**src/rtl/mem_req_bridge_pkg.sv**
```systemverilog
// Shared types and helpers for the memory request bridge and the core LSU.
// Contents:
//   mem_size_e     - access size encoding carried on req_size
//   bridge_state_e - bridge control states
//   DWIDTH/DBYTES  - data path width in bits and bytes
//   is_aligned()   - natural-alignment check for an access size
package mem_bridge_pkg;

    localparam int DWIDTH = 32;
    localparam int DBYTES = 4;

    typedef enum logic [1:0] {
        SIZE_B = 2'd0,
        SIZE_H = 2'd1,
        SIZE_W = 2'd2,
        SIZE_X = 2'd3
    } mem_size_e;

    typedef enum logic [1:0] {
        ST_IDLE    = 2'd0,
        ST_RD_WAIT = 2'd1,
        ST_RD_CAP  = 2'd2,
        ST_RESP    = 2'd3
    } bridge_state_e;

    // True when the access is naturally aligned; the illegal size never is.
    function automatic logic is_aligned(input logic [1:0] addr_lo, input mem_size_e size);
        logic ok;
        case (size)
            SIZE_B:  ok = 1'b1;
            SIZE_H:  ok = ~addr_lo[0];
            SIZE_W:  ok = (addr_lo == 2'b00);
            default: ok = 1'b0;
        endcase
        return ok;
    endfunction

endpackage

```
**src/rtl/mem_req_bridge_load_align.sv**
```systemverilog
// Load data alignment: picks the addressed lane out of a memory word and
// sign- or zero-extends it to 32 bits.
// Ports:
//   rddata[31:0] in  - raw memory word
//   addr_lo[1:0] in  - byte offset of the access within the word
//   size         in  - access size (mem_size_e)
//   is_unsigned  in  - 1 = zero-extend, 0 = sign-extend
//   rdata[31:0]  out - right-aligned, extended load value (0 for illegal size)
module load_align
    import mem_bridge_pkg::*;
(
    input  logic [31:0] rddata,
    input  logic [1:0]  addr_lo,
    input  mem_size_e   size,
    input  logic        is_unsigned,
    output logic [31:0] rdata
);

    logic [31:0] lane_s;

    // Shift the addressed byte lane down to bit 0.
    assign lane_s = rddata >> {addr_lo, 3'b000};

    // Extend the lane according to the access size.
    always_comb begin
        rdata = 32'h0000_0000;
        case (size)
            SIZE_B:  rdata = is_unsigned ? {24'h00_0000, lane_s[7:0]}
                                         : {{24{lane_s[7]}}, lane_s[7:0]};
            SIZE_H:  rdata = is_unsigned ? {16'h0000, lane_s[15:0]}
                                         : {{16{lane_s[15]}}, lane_s[15:0]};
            SIZE_W:  rdata = rddata;
            default: rdata = 32'h0000_0000;
        endcase
    end

endmodule

```
**src/rtl/mem_req_bridge.sv**
```systemverilog
// Bridges a valid/ready load/store request stream onto a simple dual-port
// memory (write port plus read-address / read-data port). One request is in
// flight at a time; every request returns one response.
// Ports:
//   clk, rst_n                       - clock, async active-low reset
//   req_valid/req_ready              - request handshake
//   req_we, req_addr, req_size,
//   req_unsigned, req_wdata          - request fields (stable on accept only)
//   rsp_valid/rsp_ready              - response handshake
//   rsp_rdata, rsp_err               - load data / misalignment flag
//   mem_wren, mem_wraddr, mem_wrdata,
//   mem_wrben                        - memory write port (combinational)
//   mem_rdaddr, mem_rddata           - memory read port (address registered)
module mem_req_bridge
    import mem_bridge_pkg::*;
#(
    parameter int AWIDTH     = 10,
    parameter int RD_LATENCY = 0
) (
    input  logic              clk,
    input  logic              rst_n,
    input  logic              req_valid,
    output logic              req_ready,
    input  logic              req_we,
    input  logic [AWIDTH+1:0] req_addr,
    input  logic [1:0]        req_size,
    input  logic              req_unsigned,
    input  logic [31:0]       req_wdata,
    output logic              rsp_valid,
    input  logic              rsp_ready,
    output logic [31:0]       rsp_rdata,
    output logic              rsp_err,
    output logic              mem_wren,
    output logic [AWIDTH-1:0] mem_wraddr,
    output logic [31:0]       mem_wrdata,
    output logic [3:0]        mem_wrben,
    output logic [AWIDTH-1:0] mem_rdaddr,
    input  logic [31:0]       mem_rddata
);

    if (RD_LATENCY != 0 && RD_LATENCY != 1) begin : g_bad_latency
        $error("mem_req_bridge: RD_LATENCY must be 0 or 1");
    end

    bridge_state_e     state_r;
    bridge_state_e     state_next_s;
    mem_size_e         size_s;
    logic              aligned_s;
    logic              accept_s;
    logic [1:0]        addr_lo_r;
    mem_size_e         size_r;
    logic              unsigned_r;
    logic [31:0]       rsp_rdata_r;
    logic              rsp_err_r;
    logic [AWIDTH-1:0] mem_rdaddr_r;
    logic [31:0]       align_rdata_s;

    assign size_s    = mem_size_e'(req_size);
    assign aligned_s = is_aligned(req_addr[1:0], size_s);
    assign accept_s  = req_valid && (state_r == ST_IDLE);

    // State register.
    always_ff @(posedge clk or negedge rst_n) begin
        if (!rst_n) begin
            state_r <= ST_IDLE;
        end else begin
            state_r <= state_next_s;
        end
    end

    // Next-state logic: errors and stores answer directly, loads pass through the capture state.
    always_comb begin
        state_next_s = state_r;
        case (state_r)
            ST_IDLE: begin
                if (accept_s) begin
                    if (!aligned_s || req_we) begin
                        state_next_s = ST_RESP;
                    end else if (RD_LATENCY == 1) begin
                        state_next_s = ST_RD_WAIT;
                    end else begin
                        state_next_s = ST_RD_CAP;
                    end
                end else begin
                    state_next_s = ST_IDLE;
                end
            end
            ST_RD_WAIT: state_next_s = ST_RD_CAP;
            ST_RD_CAP:  state_next_s = ST_RESP;
            ST_RESP: begin
                if (rsp_ready) begin
                    state_next_s = ST_IDLE;
                end else begin
                    state_next_s = ST_RESP;
                end
            end
            default: state_next_s = ST_IDLE;
        endcase
    end

    // Handshake flags and the write port; stores write during the accept cycle itself.
    always_comb begin
        req_ready  = (state_r == ST_IDLE);
        rsp_valid  = (state_r == ST_RESP);
        mem_wren   = accept_s && req_we && aligned_s;
        mem_wraddr = req_addr[AWIDTH+1:2];
        mem_wrdata = req_wdata;
        mem_wrben  = 4'b0000;
        case (size_s)
            SIZE_B: begin
                mem_wrdata = {4{req_wdata[7:0]}};
                mem_wrben  = mem_wren ? (4'b0001 << req_addr[1:0]) : 4'b0000;
            end
            SIZE_H: begin
                mem_wrdata = {2{req_wdata[15:0]}};
                mem_wrben  = mem_wren ? (4'b0011 << req_addr[1:0]) : 4'b0000;
            end
            SIZE_W: begin
                mem_wrdata = req_wdata;
                mem_wrben  = mem_wren ? 4'b1111 : 4'b0000;
            end
            default: begin
                mem_wrdata = req_wdata;
                mem_wrben  = 4'b0000;
            end
        endcase
    end

    load_align u_load_align (
        .rddata      (mem_rddata),
        .addr_lo     (addr_lo_r),
        .size        (size_r),
        .is_unsigned (unsigned_r),
        .rdata       (align_rdata_s)
    );

    // Request latch, read address and response payload registers.
    always_ff @(posedge clk or negedge rst_n) begin
        if (!rst_n) begin
            addr_lo_r    <= 2'b00;
            size_r       <= SIZE_B;
            unsigned_r   <= 1'b0;
            rsp_rdata_r  <= 32'h0000_0000;
            rsp_err_r    <= 1'b0;
            mem_rdaddr_r <= '0;
        end else if (accept_s) begin
            addr_lo_r   <= req_addr[1:0];
            size_r      <= size_s;
            unsigned_r  <= req_unsigned;
            rsp_rdata_r <= 32'h0000_0000;
            rsp_err_r   <= !aligned_s;
            // Only a good load moves the read address; errors leave it untouched.
            if (aligned_s && !req_we) begin
                mem_rdaddr_r <= req_addr[AWIDTH+1:2];
            end
        end else if (state_r == ST_RD_CAP) begin
            rsp_rdata_r <= align_rdata_s;
        end
    end

    assign rsp_rdata  = rsp_rdata_r;
    assign rsp_err    = rsp_err_r;
    assign mem_rdaddr = mem_rdaddr_r;

endmodule

```
**config.mk**
```make
export PLATFORM = sky130hd
export DESIGN_NAME = mem_req_bridge
export DESIGN_NICKNAME = d
export VERILOG_FILES = /design/src/rtl/mem_req_bridge_pkg.sv /design/src/rtl/mem_req_bridge_load_align.sv /design/src/rtl/mem_req_bridge.sv
export SDC_FILE = /design/constraint.sdc
export NUM_CORES = 1
export LEC_CHECK = 0
export CAP_MARGIN = 10
export CORE_AREA = 2 2 105 97
export CTS_CLUSTER_DIAMETER = 100
export DETAILED_ROUTE_END_ITERATION = 7
export DIE_AREA = 0 0 107 99
export PLACE_DENSITY = 0.77
export SLEW_MARGIN = 10
export SYNTH_ARGS = -nofsm -noshare
export SYNTH_HDL_FRONTEND = slang
export SYNTH_HIERARCHICAL = 1
export SYNTH_SLANG_ARGS = --single-unit
export TNS_END_PERCENT = 100
```
**constraint.sdc**
```tcl
create_clock -name clk -period 2 [get_ports clk]
set_input_delay 0.4 -clock clk [delete_from_list [all_inputs] [get_ports clk]]
set_output_delay 0.4 -clock clk [all_outputs]
set_load 0.01 [all_outputs]
```
Yosys cells after proc, flatten, opt, wreduce, memory -nomap -nowiden
Index checks and enable logic that the tools add are counted.
Storage, ports and cells
  logic and storage cells: 46
  register bits after elaboration: 50
Operators by class
  shifts and indexed selects: 3
  multiplexer cells: 15
  eq/ne operators: 7
  reductions and logical operators: 13
  bitwise gates (word level): 1
Operators by type and width (count)
  32-bit 2-to-1 mux: 4
  32-bit one-hot mux with 3 select lines: 1
  32-bit one-hot mux with 2 select lines: 1
  32-bit by 5-bit >> shifter with 16-bit output: 1
  4-bit 2-to-1 mux: 3
  4-bit one-hot mux with 3 select lines: 1
  2-bit equality test (second input constant): 4
  2-bit logical NOT: 4
  2-bit one-hot mux with 4 select lines: 1
  2-bit by 1-bit equality test with 1-bit output (second input constant): 3
  1-bit logical AND: 4
  2-bit 2-to-1 mux: 2
  1-bit by 2-bit left shift with 4-bit output (first input constant): 1
  2-bit by 2-bit left shift with 4-bit output (first input constant): 1
  1-bit one-hot mux with 3 select lines: 1
  1-bit logical NOT: 2
  2-bit AND reduction: 1
  2-bit nonzero test: 1
  1-bit logical OR: 1
  1-bit 2-to-1 mux: 1
  1-bit inverter: 1

Depth between registers and ports, before layout
Gate-level depths: netlist (run 1).
  depth in word-level cells: 7
  mapped depth: 8

Cells and area by module
The synthesis (run 1) kept the hierarchy.
By module, submodules not included
  mem_req_bridge: times used 1, cells an instance 280, area an instance 2615.0 µm², sequential area each 1251.2 µm²
  load_align: times used 1, cells an instance 120, area an instance 827.0 µm², sequential area each 0.0 µm²

Worst setup path before layout (run 1)
OpenSTA, ideal clock, no wires.
  path type: input-to-output
  from: input req_size[0]
  to: output mem_wrben[2]
  stages: 4
  arrival time: 1.539 ns
  setup slack: 0.061 ns
  path through: clkbuf_1 clkbuf_1 nor3_1 a211oi_1
Between the ends
  word-level cells in the longest chain between the ends: 5
  elaborated cells between the ends (all ways): 9
  classes of those cells: eq/ne: 2; mux: 5; reduce/logical: 2
RTL lines
  from (decl): line mem_req_bridge.sv:26  | input logic [1:0] req_size,
  2-bit equality test (tied with other cells): line mem_req_bridge_pkg.sv:29, mem_req_bridge.sv:109
  1-bit one-hot mux with 3 select lines: line mem_req_bridge_pkg.sv:29  | case (size)
  1-bit logical AND: line mem_req_bridge.sv:105  | mem_wren = accept_s && req_we && aligned_s;
  4-bit 2-to-1 mux (on tied branches): line mem_req_bridge.sv:120, mem_req_bridge.sv:112, mem_req_bridge.sv:116
  4-bit one-hot mux with 3 select lines (*): line mem_req_bridge.sv:109  | case (size_s)
  to (decl): line mem_req_bridge.sv:36  | output logic [3:0] mem_wrben,
Mark *: on every way between the ends. The rest lies on a longest branch, timed or not.

Worst setup path after layout (run 1)
  from: register state_r[0]
  to: output mem_wrben[3]
Between the ends
  word-level cells in the longest chain between the ends: 6
  elaborated cells between the ends (all ways): 8
  classes of those cells: mux: 4; reduce/logical: 4
RTL lines
  from (decl): line mem_req_bridge.sv:45  | bridge_state_e state_r;
  from (signal assigned): line mem_req_bridge.sv:67  | state_r <= state_next_s;
  2-bit logical NOT (*): line mem_req_bridge.sv:60  | assign accept_s = req_valid && (state_r == ST_IDLE);
  1-bit logical AND (*): line mem_req_bridge.sv:60
  1-bit logical AND (*) (2 in a row): line mem_req_bridge.sv:105
  4-bit 2-to-1 mux (on tied branches): line mem_req_bridge.sv:120, mem_req_bridge.sv:112, mem_req_bridge.sv:116
  4-bit one-hot mux with 3 select lines (*): line mem_req_bridge.sv:109
Marks and branches as above.

==> flow_summary.yaml, run 1 <==
outcome:
  status: "complete, but fails checks"
  violations: "negative setup slack"
worst_setup_path:
  r2r_cells: 6
  crit_buf_inv: 3
  worstSetupStartpointType: "flop"
  critPathTopFamily: "flip-flops"
  worstPathMaxFanout: 3
  r2r_start: "state_r[0]"
  worstPathArrival_ns: 1.65
  worst_setup_path_end_kind: "primary output"
  rrSetupSlack_ns: 0.07
  required_ns: 1.60
  slowest_delay_ns: 0.43
  worstPathCellList: "nor3b_4 > o211ai_1 > buf_4 > buf_6 > nor3b_2 > buf_2"
  worst_path_max_delay_cell: "dfrtp_1"
  critPathKind: "flop to primary output"
  r2r_end: "mem_rdaddr[4]"
floorplan:
  row_count: 34
  initial_core_util_pct: 36.28
  dieArea_um2: 10590
  io_pins: 176
  core_area_um2: 9487
  die_h_um: 99
  dieWidth_um: 107
min_path:
  hold_path.class: "primary input to asynchronous set/reset pin"
power:
  intPower_w: 0.003996
  seqPwrFrac_pct: 26.7
  powerDensity_nw_per_um2: 1168
  pwr-share-comb_pct: 60.1
  leakage_nw: 2.656
  power_w: 0.006558
  power.share.clock_pct: 13.2
  p_sw_share_pct: 39.07
  switching_power_w: 0.002562
  ir_drop_mv: 0.4866
yosys:
  synth_flop_cell: "dfrtp_1"
  synth-warning-count: 6
  yosysUniqueCellTypes: 35
  syn-cell-area_um2: 3442
  syn_avg_cell_area_um2: 8.605
  synth_area_leaders: "dfrtp_1, nand2_1, mux2_2"
  synthesis.nets: 488
  synthCells: 400
  synth_area_leader_cell: "dfrtp_1"
  synthArstFlopShare_pct: 100.0
  yosysTopAreaCellShare_pct: 36.35
  yosys_register_bits: 50
  synth_edf_count: 0
  seq_area_frac_synth_pct: 36.35
timing:
  worst_pin_slew_ns: 0.5041
  grt_setup_unrepaired: "yes"
  max_freq_mhz: 488.1
  finalCritPeriodShare_pct: 102.4
  slew_headroom_pct: 66.33
  setup_viol: 3
  finalHoldViolations: 0
  drv_slew: 0
  min_period_ns: 2.049
  finClkSkew_ns: 0.008713
  layout_setup_ws_ns: -0.04885
global_routing:
  grt_max_degree: 41
  grt_pass1_wl_um: 18110
  grt_usage_pct: 21.31
  gr-usage-met1_pct: 27.64
  met2_usage_pct: 36.80
  antenna_found_initial: 0
  grt_pass1_vias: 3555
  use_met3_pct: 4.034
  top_usage_layer: "met2"
  grt_overflow: 0
drt:
  drtIter0Drc: 276
  ant_nets: 0
  drcViolationCount: 0
  vias_per_cell: 5.004
  vias: 3538
  finalWirelength_um: 11420
  first_pass_iters: 4
  wire_per_inst_um: 16.15
cts:
  cts_buffer_depth: 2
  cts_sinks: 50
  h-tree-depth: 2
  cts_tree: "built"
  clk_pin_slew_ns: 0.09
  cts.root.buffer_cell: "clkbuf_8"
  ctsHoldBuffers: 0
  numCtsBuffers: 5
  clkLatencyLatePin_ns: 0.30
final_layout:
  drive_above_1_share_pct: 19.10
  nets: 668
  syn_to_final_growth_pct: 63.10
  utilization_pct: 59.18
  fin_cells: 707
  diodes: 0
flow_run:
  cap_viol_max_count: 0
placement:
  portBuffers: 175
  hpwl_um: 8650
  preCtsSetupSlack_ns: -0.7320
  place_inst: 684
  finalWeightedCongestion: 0.8380
[power groups by stage]
stage | clock network, W | registers [W] | logic [W]
global route | 0.000921 | 0.00181 | 0.00431
floorplan | 0 | 0.00185 | 0.00212
detailed placement | 0 | 0.00176 | 0.00389
CTS | 0.000884 | 0.00175 | 0.00390
finish | 0.000867 | 0.00175 | 0.00394
global placement | 0 | 0.00174 | 0.00380
[cells in the final DEF (no fill, tap or decap), drive strengths merged]
cell type,instances
clkbuf,8
nand2b,13
o31ai,9
dlygate4sd2,20
nor2b,11
o211ai,1
and2,8
mux2i,18
nor4,1
buf,60
o21ai,15
inv,3
nand3,32
nand2,93
o2bb2ai,7
clkdlybuf4s15,3
nor4b,1
a21oi,2
nor3,3
a22oi,8
or3b,1
dfrtp,50
a21o,17
mux2,30
a211oi,9
ha,4
xor2,1
a221oi,1
nor3b,2
a311o,1
nor2,7
dlymetal6s2s,2
bufinv,2
clkdlybuf4s50,138
[layer usage]
| metal | wire length [µm] | vias up | part of all wire [%] |
|---|---|---|---|
| li1 | - | 1715 | - |
| met1 | 4844 | 1686 | 42 |
| met2 | 5745 | 121 | 50 |
| met3 | 639 | 16 | 5.6 |
| met4 | 191 | 0 | 1.7 |
| met5 | 0 | - | 0 |
[through the flow]
stage,instance area [µm²],hold slack [ns],TNS (ns)
after floorplan,3442,0.1044,0
after global placement,5379,0.3757,-19.32
after detailed placement,5379,0.3856,-20.97
after CTS,5589,0.05838,-0.1254
after global routing,5614,0.07812,-0.4866
final,5614,0.05116,-0.09790
[cells in the mapped netlist, types with 8 or more instances]
cell type,instances
nand2_1,93
dfrtp_1,50
nand3_1,32
mux2_2,28
clkbuf_1,25
buf_4,18
mux2i_1,18
a21o_1,17
o21ai_0,15
nand2b_1,13
nor2b_1,11
o31ai_1,9
a211oi_1,8
a22oi_1,8
and2_1,8
[flip-flops by register name (all words and copies together), names as in the netlist]
signal / cells
rsp_rdata: 32
size_r: 2
rsp_err: 1
unsigned_r: 1
addr_lo_r: 2
mem_rdaddr: 10
state_r: 2
[cell families (layout without fill, tap and decap cells)]
| logic type | count (synthesis) | after routing | synth area share, % |
|---|---|---|---|
| adders and majority gates | 4 | 4 | 1.454 |
| and+or+nand+nor | 172 | 172 | 23.08 |
| AOI/OAI and AO/OA | 70 | 70 | 15.27 |
| xor gates and xnor gates | 1 | 1 | 0.2545 |
| DFF | 50 | 50 | 36.35 |
| muxes | 48 | 48 | 15.05 |
| buffers and inverters | 55 | 236 | 8.542 |
[worst max-delay path by stage]
stage	cells after the start	startpoint	endpoint
2_1_floorplan	4	req_size[0]	mem_wrben[2]
3_3_place_gp	7	req_addr[0]	mem_wrben[3]
3_5_place_dp	7	req_addr[0]	mem_wrben[3]
4_1_cts	8	req_addr[0]	mem_wrben[3]
5_1_grt	6	state_r[0]	mem_wrben[3]
6_report	6	state_r[0]	mem_wrben[3]
[timing repair]
action | 4_1_cts | 5_1_grt
resized for setup | 77 | 8
pin swaps | 4 | 7
buffers inserted | 11 | 4
endpoints found under the setup margin | 29 | 15
endpoints found under the hold margin | 0 | 0
[cell type report]
| type | instances | area (µm²) |
|---|---|---|
| well taps | 126 | 157.7 |
| multi-input cells | 295 | 1947 |
| flip-flops and latches | 50 | 1251 |
| inverters | 3 | 11.26 |
| fillers | 814 | 3872 |
| clock buffers | 6 | 82.58 |
| clock inverters | 2 | 60.06 |
| repair buffers | 225 | 2105 |
Power figures use the tool's default switching activity.
==> run 2, diff against run 1 <==
- CORE_AREA: 2 2 105 97 -> 2 2 103 95
- DIE_AREA: 0 0 107 99 -> 0 0 105 97
- PLACE_DENSITY: 0.77 -> 0.76
- SYNTH_HIERARCHICAL: 1 -> default
==> flow_summary.yaml, run 2 <==
worst_setup_path:
  r2r_cells: 5
  worstPathMaxFanout: 3
  rrSetupSlack_ns: 0.13
  worstPathCellList: "clkdlybuf4s15_1 > inv_2 > ha_4 > nand2b_4 > nand4_1 > buf_4 > a211oi_2 > buf_2"
  path_depth: 8
  critPathKind: "primary input to primary output"
  critPathTopFamily: "buffers and inverters"
  required_ns: 1.60
  worstPathArrival_ns: 1.60
  crit_buf_inv: 4
  r2r_start: "state_r[1]"
  slowest_delay_ns: 0.21
  worstSetupStartpointType: "primary input"
  startpoint: "req_addr[0]"
  r2r_end: "mem_rdaddr[7]"
  worst_path_max_delay_cell: "clkdlybuf4s15_1"
  endpoint: "mem_wrben[2]"
  worst_setup_path_end_kind: "primary output"
drt:
  vias_per_cell: 5.176
  drtIter0Drc: 147
  drcViolationCount: 0
  finalWirelength_um: 10130
  vias: 3152
  ant_nets: 0
  wire_per_inst_um: 16.63
  first_pass_iters: 4
global_routing:
  grt_pass1_vias: 3401
  grt_overflow: 0
  grt_usage_pct: 19.35
  antenna_found_initial: 0
  grt_max_degree: 51
  grt_pass1_wl_um: 16240
yosys:
  synthesis.nets: 391
  synth_edf_count: 0
  synth.most_common_cell: "dfrtp_1"
  yosys_register_bits: 50
  synthCells: 303
  yosysUniqueCellTypes: 40
  synthTopCellsByCount: "dfrtp_1, o21ai_0, mux2_2"
  synth_area_leaders: "dfrtp_1, mux2_2, a22oi_1"
  seq_area_frac_synth_pct: 40.24
  synth-warning-count: 0
  yosysTopAreaCellShare_pct: 40.24
  synth_flop_cell: "dfrtp_1"
  synthArstFlopShare_pct: 100.0
  syn_avg_cell_area_um2: 10.26
  synth_area_leader_cell: "dfrtp_1"
  syn-cell-area_um2: 3109
timing:
  finClkSkew_ns: 0.01079
  min_period_ns: 2.001
  slew_headroom_pct: 57.01
  layout_setup_ws_ns: -0.001123
  grt_setup_unrepaired: "yes"
  finalHoldViolations: 0
  worst_pin_slew_ns: 0.6448
  drv_slew: 0
  setup_viol: 1
  finalCritPeriodShare_pct: 100.1
  max_freq_mhz: 499.7
power:
  power_w: 0.005724
  powerDensity_nw_per_um2: 1088
  ir_drop_mv: 0.5058
  leakage_nw: 2.287
floorplan:
  dieArea_um2: 10190
  initial_core_util_pct: 34.54
  row_count: 33
  io_pins: 176
  die_h_um: 97
  core_area_um2: 9001
  dieWidth_um: 105
cts:
  clk_pin_slew_ns: 0.10
  cts_sinks: 50
  cts_buffer_depth: 2
  clkLatencyLatePin_ns: 0.31
  ctsHoldBuffers: 0
  cts_tree: "built"
  cts.root.buffer_cell: "clkbuf_8"
  h-tree-depth: 2
  numCtsBuffers: 5
final_layout:
  syn_to_final_growth_pct: 69.26
  fillers: 803
  drive_above_1_share_pct: 23.82
  utilization_pct: 58.47
  layout_common_cells: "clkdlybuf4s50_1, dfrtp_1, buf_4, o21ai_0, mux2_2"
  diodes: 0
  largest_reg_flops: 32
  layout_commonest_cell: "clkdlybuf4s50_1"
  nets: 574
flow_run:
  cap_viol_max_count: 0
min_path:
  hold_path.class: "primary input to asynchronous set/reset pin"
placement:
  finalWeightedCongestion: 0.8043
  portBuffers: 175
  hpwl_um: 7545
outcome:
  violations: "negative setup slack"
  status: "complete, but fails checks"
run 2: cell count changes after synthesis, moves of 8 or more:
cell and delta:
nand2b_1 -11, nand3_1 -32, a21o_1 -17, a22oi_1 +17, nand2_1 -70, o31ai_1 -8, o21ai_0 +15
run 2: worst min path at each step:
| stage | slack [ns] | to | cells past startpoint | from |
|---|---|---|---|---|
| floorplan | 0.10 | addr_lo_r[0] | 0 | rst_n |
| global placement | 0.49 | mem_rdaddr[2] | 1 | mem_rdaddr[2] |
| detailed placement | 0.49 | mem_rdaddr[2] | 1 | mem_rdaddr[2] |
| CTS | 0.22 | rsp_rdata[20] | 2 | rst_n |
| global route | 0.24 | rsp_rdata[20] | 2 | rst_n |
| finish | 0.19 | rsp_rdata[4] | 2 | rst_n |
run 2: cell families after synthesis:
| kind of cell | synth area share, % |
|---|---|
| AO/OA/AOI/OAI | 22.86 |
| AND/OR/NAND/NOR | 9.738 |
| flip-flops | 40.24 |
| buffers and inverters | 8.450 |
| multiplexers | 17.10 |
| adder cells (fa/ha/maj) | 1.610 |
run 2: per-stage QoR:
| step | setup TNS [ns] | area (µm²) | worst slack [ns] | hold WS (ns) | instances |
|---|---|---|---|---|---|
| finish | -0.001123 | 5263 | -0.001123 | 0.1937 | 609 |
| CTS | -0.07040 | 5239 | -0.07040 | 0.2151 | 606 |
| detailed placement | -16.99 | 5052 | -0.6634 | 0.4944 | 590 |
| global placement | -15.33 | 5052 | -0.5610 | 0.4875 | 590 |
| global route | -0.2140 | 5263 | -0.07340 | 0.2392 | 609 |
| floorplan | 0 | 3109 | 0.07793 | 0.1044 | 303 |
run 2: area by class of cell:
class / instances / area [µm²] / area share, %
clock inverter: 3 / 68.82 / 1.308
sequential: 50 / 1251 / 23.78
inverter: 4 / 15.01 / 0.2853
tap: 122 / 152.6 / 2.901
clock buffer: 5 / 68.82 / 1.308
multi-input combinational: 206 / 1660 / 31.55
timing repair buffer: 219 / 2046 / 38.87
run 2: layer usage:
layer	GRT usage [%]	part of all wire [%]	up-vias
li1	-	-	1471
met1	23.24	39	1529
met2	34.37	51	137
met3	4.717	8.0	15
met4	5.231	1.5	0
met5	0	0	-
run 2: power by group:
group | switching, W | total (W) | internal, W
Sequential | 0.000287 | 0.00173 | 0.00144
Clock | 0.000349 | 0.000850 | 0.000501
Combinational | 0.00138 | 0.00315 | 0.00176
Total | 0.00202 | 0.00572 | 0.00370
run 2: what timing repair did:
| action | CTS | global route |
|---|---|---|
| setup buffers | 8 | 3 |
| pin swaps | 4 | 4 |
| setup endpoints to repair | 29 | 15 |
| gates resized for setup | 86 | 14 |
==> RTL edit 1 (flow settings as in run 2) <==
Reset style: synchronous (`rst_n`), changed in 2 clocked blocks. Comments in the files are not updated.
--- a/src/rtl/mem_req_bridge.sv
+++ b/src/rtl/mem_req_bridge.sv
@@ -62,3 +62,3 @@
     // State register.
-    always_ff @(posedge clk or negedge rst_n) begin
+    always_ff @(posedge clk) begin
         if (!rst_n) begin
@@ -137,3 +137,3 @@
     // Request latch, read address and response payload registers.
-    always_ff @(posedge clk or negedge rst_n) begin
+    always_ff @(posedge clk) begin
         if (!rst_n) begin
Behaviour: differs if rst_n is asserted again (counterexample within 4 cycles, from zero or initial values and one cycle with rst_n low); with rst_n held inactive, the same outputs for 10 cycles.
==> RTL edit 1 against run 2 <==
Die area did not move; area after synthesis decreased by 2.2%; sequential cell count is the same; setup slack gained 0.033 ns; count of clock-buffer cells in the layout is 1 higher; critical path type unchanged; cell area is 0.57% lower; wire length rose by 6.5%; non-clock buffer count increased by 3; synthesized cell count grew 13%.
Power is not compared: it rests on default switching activity, and its combinational part moved more than twofold at a synthesized area within 25%.
==> RTL edit 1: results (changes against run 2) <==
Outcome
  • Outcome: completed (was finished, violations left)

Final layout
  • Post-layout nets: 610 (was 574)
  • Final non-filler cell area: 0.00523 mm2 (was 0.00526 mm2)
  • Layout cells sized above 1: 22.4% (was 23.8%)

Hold path
  • Hold/Removal Path Class: in -> reg (was in -> async)

STA
  • Final setup TNS: 0 ns (was -0.00112 ns)
  • Minimum clock period after layout: 1.97 ns (was 2.00 ns)
  • Relative slew slack: 68.3% (was 57.0%)
  • Clock Skew: 0.00923 ns (was 0.0108 ns)

Placed design
  • Total placed cells including tap cells: 628 (was 590)
  • Routability congestion estimate: 0.857 (was 0.804)
  • Pre-CTS setup slack: -0.793 ns (was -0.663 ns)
  • Dpl cell area: 0.00502 mm2 (was 0.00505 mm2)

Synthesis
  • Proportion of register bits with asynchronous set or reset after synthesis: 0% (was 100%)
  • Number of nets in the synthesized netlist: 429 (was 391)
  • Most numerous cell types in the synthesized netlist: sky130_fd_sc_hd__dfxtp_1 (50), sky130_fd_sc_hd__o21ai_0 (41), sky130_fd_sc_hd__nand2_1 (34) (was sky130_fd_sc_hd__dfrtp_1 (50), sky130_fd_sc_hd__o21ai_0 (30), sky130_fd_sc_hd__mux2_2 (29))
  • Per-instance average area after synthesis: 8.92 um2 (was 10.3 um2)
  • Count of unique library cells instantiated by Yosys: 37 (was 40)
  • Sequential area share after synthesis: 32.9% (was 40.2%)

Drt
  • Routed via count divided by cell count: 5.18 (about the same)
  • Total length of routed wires: 10.8 mm (was 10.1 mm)
  • Initial drt markers: 152 (was 147)
  • Routed len/inst: 16.7 um (was 16.6 um)
  • Wl on met1: 4.65 mm (was 4.00 mm)

GRT
  • Total global-route track usage: 20.1% (was 19.3%)
  • Pin count of the biggest net entering global routing: 25 (was 51)
  • GRT met1 Usage: 26.2% (was 23.2%)
  • Vias in the first global route: 3284 (was 3401)

Clock network
  • Gates resized, CTS repair: 90 (was 86)

Critical path
  • Capture instance of the worst register-to-register path: rsp_rdata[21] (was mem_rdaddr[7])
  • Slowest cell delay on critical path: 0.33 ns (was 0.21 ns)
[RTL edit 1: changes by cell type in the layout (fill, tap and decap cells not counted), moves of 8 or more]
cell and delta:
sky130_fd_sc_hd__buf_6 +8, sky130_fd_sc_hd__mux2_2 -14, sky130_fd_sc_hd__nand2b_1 +10, sky130_fd_sc_hd__a22oi_1 -9, sky130_fd_sc_hd__a311oi_1 +8, sky130_fd_sc_hd__nand2_1 +11, sky130_fd_sc_hd__a21oi_1 +17, sky130_fd_sc_hd__a221o_2 +9
sky130_fd_sc_hd__dfrtp_1 -50, sky130_fd_sc_hd__nand3_1 +10, sky130_fd_sc_hd__o21ai_0 +10, sky130_fd_sc_hd__dfxtp_1 +50, sky130_fd_sc_hd__o211ai_1 -8
[RTL edit 1: cell families after synthesis]
group / Yosys count / synth area share (%)
adders and majority gates: 4 / 1.65
muxes: 44 / 18.6
and+or+nand+nor: 81 / 13.5
DFF: 50 / 32.9
buffers and inverters: 55 / 9.75
AOI/OAI and AO/OA: 107 / 23.6
[RTL edit 1: worst min-delay path: cells and delay by family]
kind	cells	cell delay, ns
compound gates	1	0.06
buf+inv	1	0.13
simple gates	1	0.08
[RTL edit 1: final cells by class]
| cell class | count | share of cell area [%] |
|---|---|---|
| multi-input cells | 236 | 34.4 |
| well taps | 122 | 2.92 |
| repair buffers | 222 | 40.9 |
| flip-flops and latches | 50 | 19.1 |
| clock inverters | 2 | 0.717 |
| clock buffers | 6 | 1.39 |
| inverters | 7 | 0.502 |
[RTL edit 1: worst max path at each step]
stage | start | end
after global routing | req_addr[0] | mem_wrben[2]
after global placement | req_addr[1] | mem_wrben[3]
after detailed placement | req_addr[0] | mem_wrben[3]
final | req_size[1] | mem_wrdata[19]
after floorplan | req_size[0] | mem_wrben[2]
after CTS | req_size[1] | mem_wrben[1]
==> RTL edit 2 (flow settings as in run 2) <==
Made on the original files. `AWIDTH`: 10 -> 14.
--- a/src/rtl/mem_req_bridge.sv
+++ b/src/rtl/mem_req_bridge.sv
@@ -16,3 +16,3 @@
 #(
-    parameter int AWIDTH     = 10,
+    parameter int AWIDTH     = 14,
     parameter int RD_LATENCY = 0
Interface: changed (resized mem_rdaddr, mem_wraddr and req_addr); port bits go from 176 to 188. No check against the original RTL was run, so the function may have changed too.
==> RTL edit 2 against run 2 <==
The run still ends with negative setup slack left; sequential cell count increased by 4; setup slack lost 0.086 ns; wire length increased by 4.2%; count of clock-buffer cells in the layout increased by 1; die area did not move; total power is 2.3% higher; cell area is 5.8% higher; area after synthesis is 6.1% higher; sequential power is 8% higher; register-to-register slack about the same; critical endpoint unchanged.
==> RTL edit 2: results (changes against run 2) <==
Power
  • Internal power consumption: 3730 uW (was 3700 uW)
  • Relative contribution of combinational cells to total power: 58.1% (was 55.0%)
  • Power Density: 1050 mW/mm2 (was 1090 mW/mm2)
  • Part of the total power dissipated in sequential elements: 31.9% (was 30.2%)
  • Peak supply drop: 0.000495 V (was 0.000506 V)
  • Leakage power total: 0.00243 uW (was 0.00229 uW)
  • Proportion of total power due to net switching: 36.3% (was 35.3%)

Synthesis
  • Gate Count Post-Synth: 316 (was 303)
  • Sequential area share after synthesis: 41.0% (was 40.2%)
  • Cell types occupying the most area after synthesis: sky130_fd_sc_hd__dfrtp_1 (41%), sky130_fd_sc_hd__mux2_2 (11%), sky130_fd_sc_hd__a22oi_1 (5.7%) (was sky130_fd_sc_hd__dfrtp_1 (40%), sky130_fd_sc_hd__mux2_2 (11%), sky130_fd_sc_hd__a22oi_1 (6.0%))
  • Multiplexer area fraction after synthesis: 17.5% (was 17.1%)
  • Adder-cell area share of the yosys netlist: 1.52% (was 1.61%)
  • Share of the synthesized area in compound gates (AO/OA/AOI/OAI): 21.7% (was 22.9%)
  • Number of nets in the synthesized netlist: 408 (was 391)
  • Most numerous cell types in the synthesized netlist: sky130_fd_sc_hd__dfrtp_1 (54), sky130_fd_sc_hd__mux2_2 (33), sky130_fd_sc_hd__o21ai_0 (30) (was sky130_fd_sc_hd__dfrtp_1 (50), sky130_fd_sc_hd__o21ai_0 (30), sky130_fd_sc_hd__mux2_2 (29))

Critical path
  • Arrival time at the worst endpoint: 1.69 ns (was 1.60 ns)
  • Capture instance of the worst register-to-register path: mem_rdaddr[12] (was mem_rdaddr[7])
  • FF-to-FF setup slack: 0.13 ns (about the same)

STA
  • Min Hold Slack: 0.512 ns (was 0.194 ns)
  • Final setup TNS: -0.235 ns (was -0.00112 ns)
  • Setup slack after layout: -0.0872 ns (was -0.00112 ns)
  • Final setup viols: 5 (was 1)
  • Clock Skew: 0.00480 ns (was 0.0108 ns)

Clock network
  • Gates resized, CTS repair: 79 (was 86)
  • Hold buffers post-CTS: 1 (was 0)
  • Post-CTS Setup Inserts: 6 (was 8)

Drt
  • Wl on met1: 4.15 mm (was 4.00 mm)
  • Met3 wire length: 771 um (was 813 um)
  • Initial drt markers: 90 (was 147)
  • Via count: 3271 (was 3152)
  • Routed via count divided by cell count: 5.15 (was 5.18)

GRT
  • Vias in the first global route: 3414 (was 3401)
  • First-pass GRT wire length: 16.8 mm (was 16.2 mm)
  • Pin count of the biggest net entering global routing: 33 (was 51)
  • Total global-route track usage: 20.1% (was 19.3%)

Placed design
  • Port-buffer cells: 187 (was 175)
  • Dpl cell area: 0.00541 mm2 (was 0.00505 mm2)
  • Pre-CTS setup slack: -0.771 ns (was -0.663 ns)
  • Routability congestion estimate: 0.786 (was 0.804)
  • Total placed cells including tap cells: 622 (was 590)

Final layout
  • Layout filler cell count: 780 (was 803)
  • Layout cells sized above 1: 25.3% (was 23.8%)
  • Post-layout nets: 605 (was 574)

Outcome
  • Failing checks: negative setup slack (unchanged)
  • Outcome: finished, violations left (unchanged)

Hold path
  • Hold/Removal Path Class: reg -> reg (was in -> async)
RTL edit 2: critical path, stage by stage:
cell and delay, ns:
sky130_fd_sc_hd__dlygate4sd2_1 0.27, sky130_fd_sc_hd__inv_2 0.09, sky130_fd_sc_hd__ha_4 0.13, sky130_fd_sc_hd__nand2b_4 0.11, sky130_fd_sc_hd__nand4_1 0.15, sky130_fd_sc_hd__buf_4 0.19
sky130_fd_sc_hd__a211oi_2 0.16, sky130_fd_sc_hd__buf_2 0.17
RTL edit 2: layer usage:
layer / vias up / track usage, %
met5: - / 0
met4: 0 / 6.46
met3: 16 / 4.65
met2: 151 / 35.8
met1: 1562 / 23.7
li1: 1542 / -
RTL edit 2: area by class of cell:
| class | count | share of cell area, % |
|---|---|---|
| Clock buffer | 6 | 1.30 |
| Inverter | 4 | 0.270 |
| Clock inverter | 1 | 0.135 |
| Tap cell | 122 | 2.74 |
| Timing Repair Buffer | 238 | 40.3 |
| Multi-Input combinational cell | 210 | 31.0 |
| Sequential cell | 54 | 24.3 |
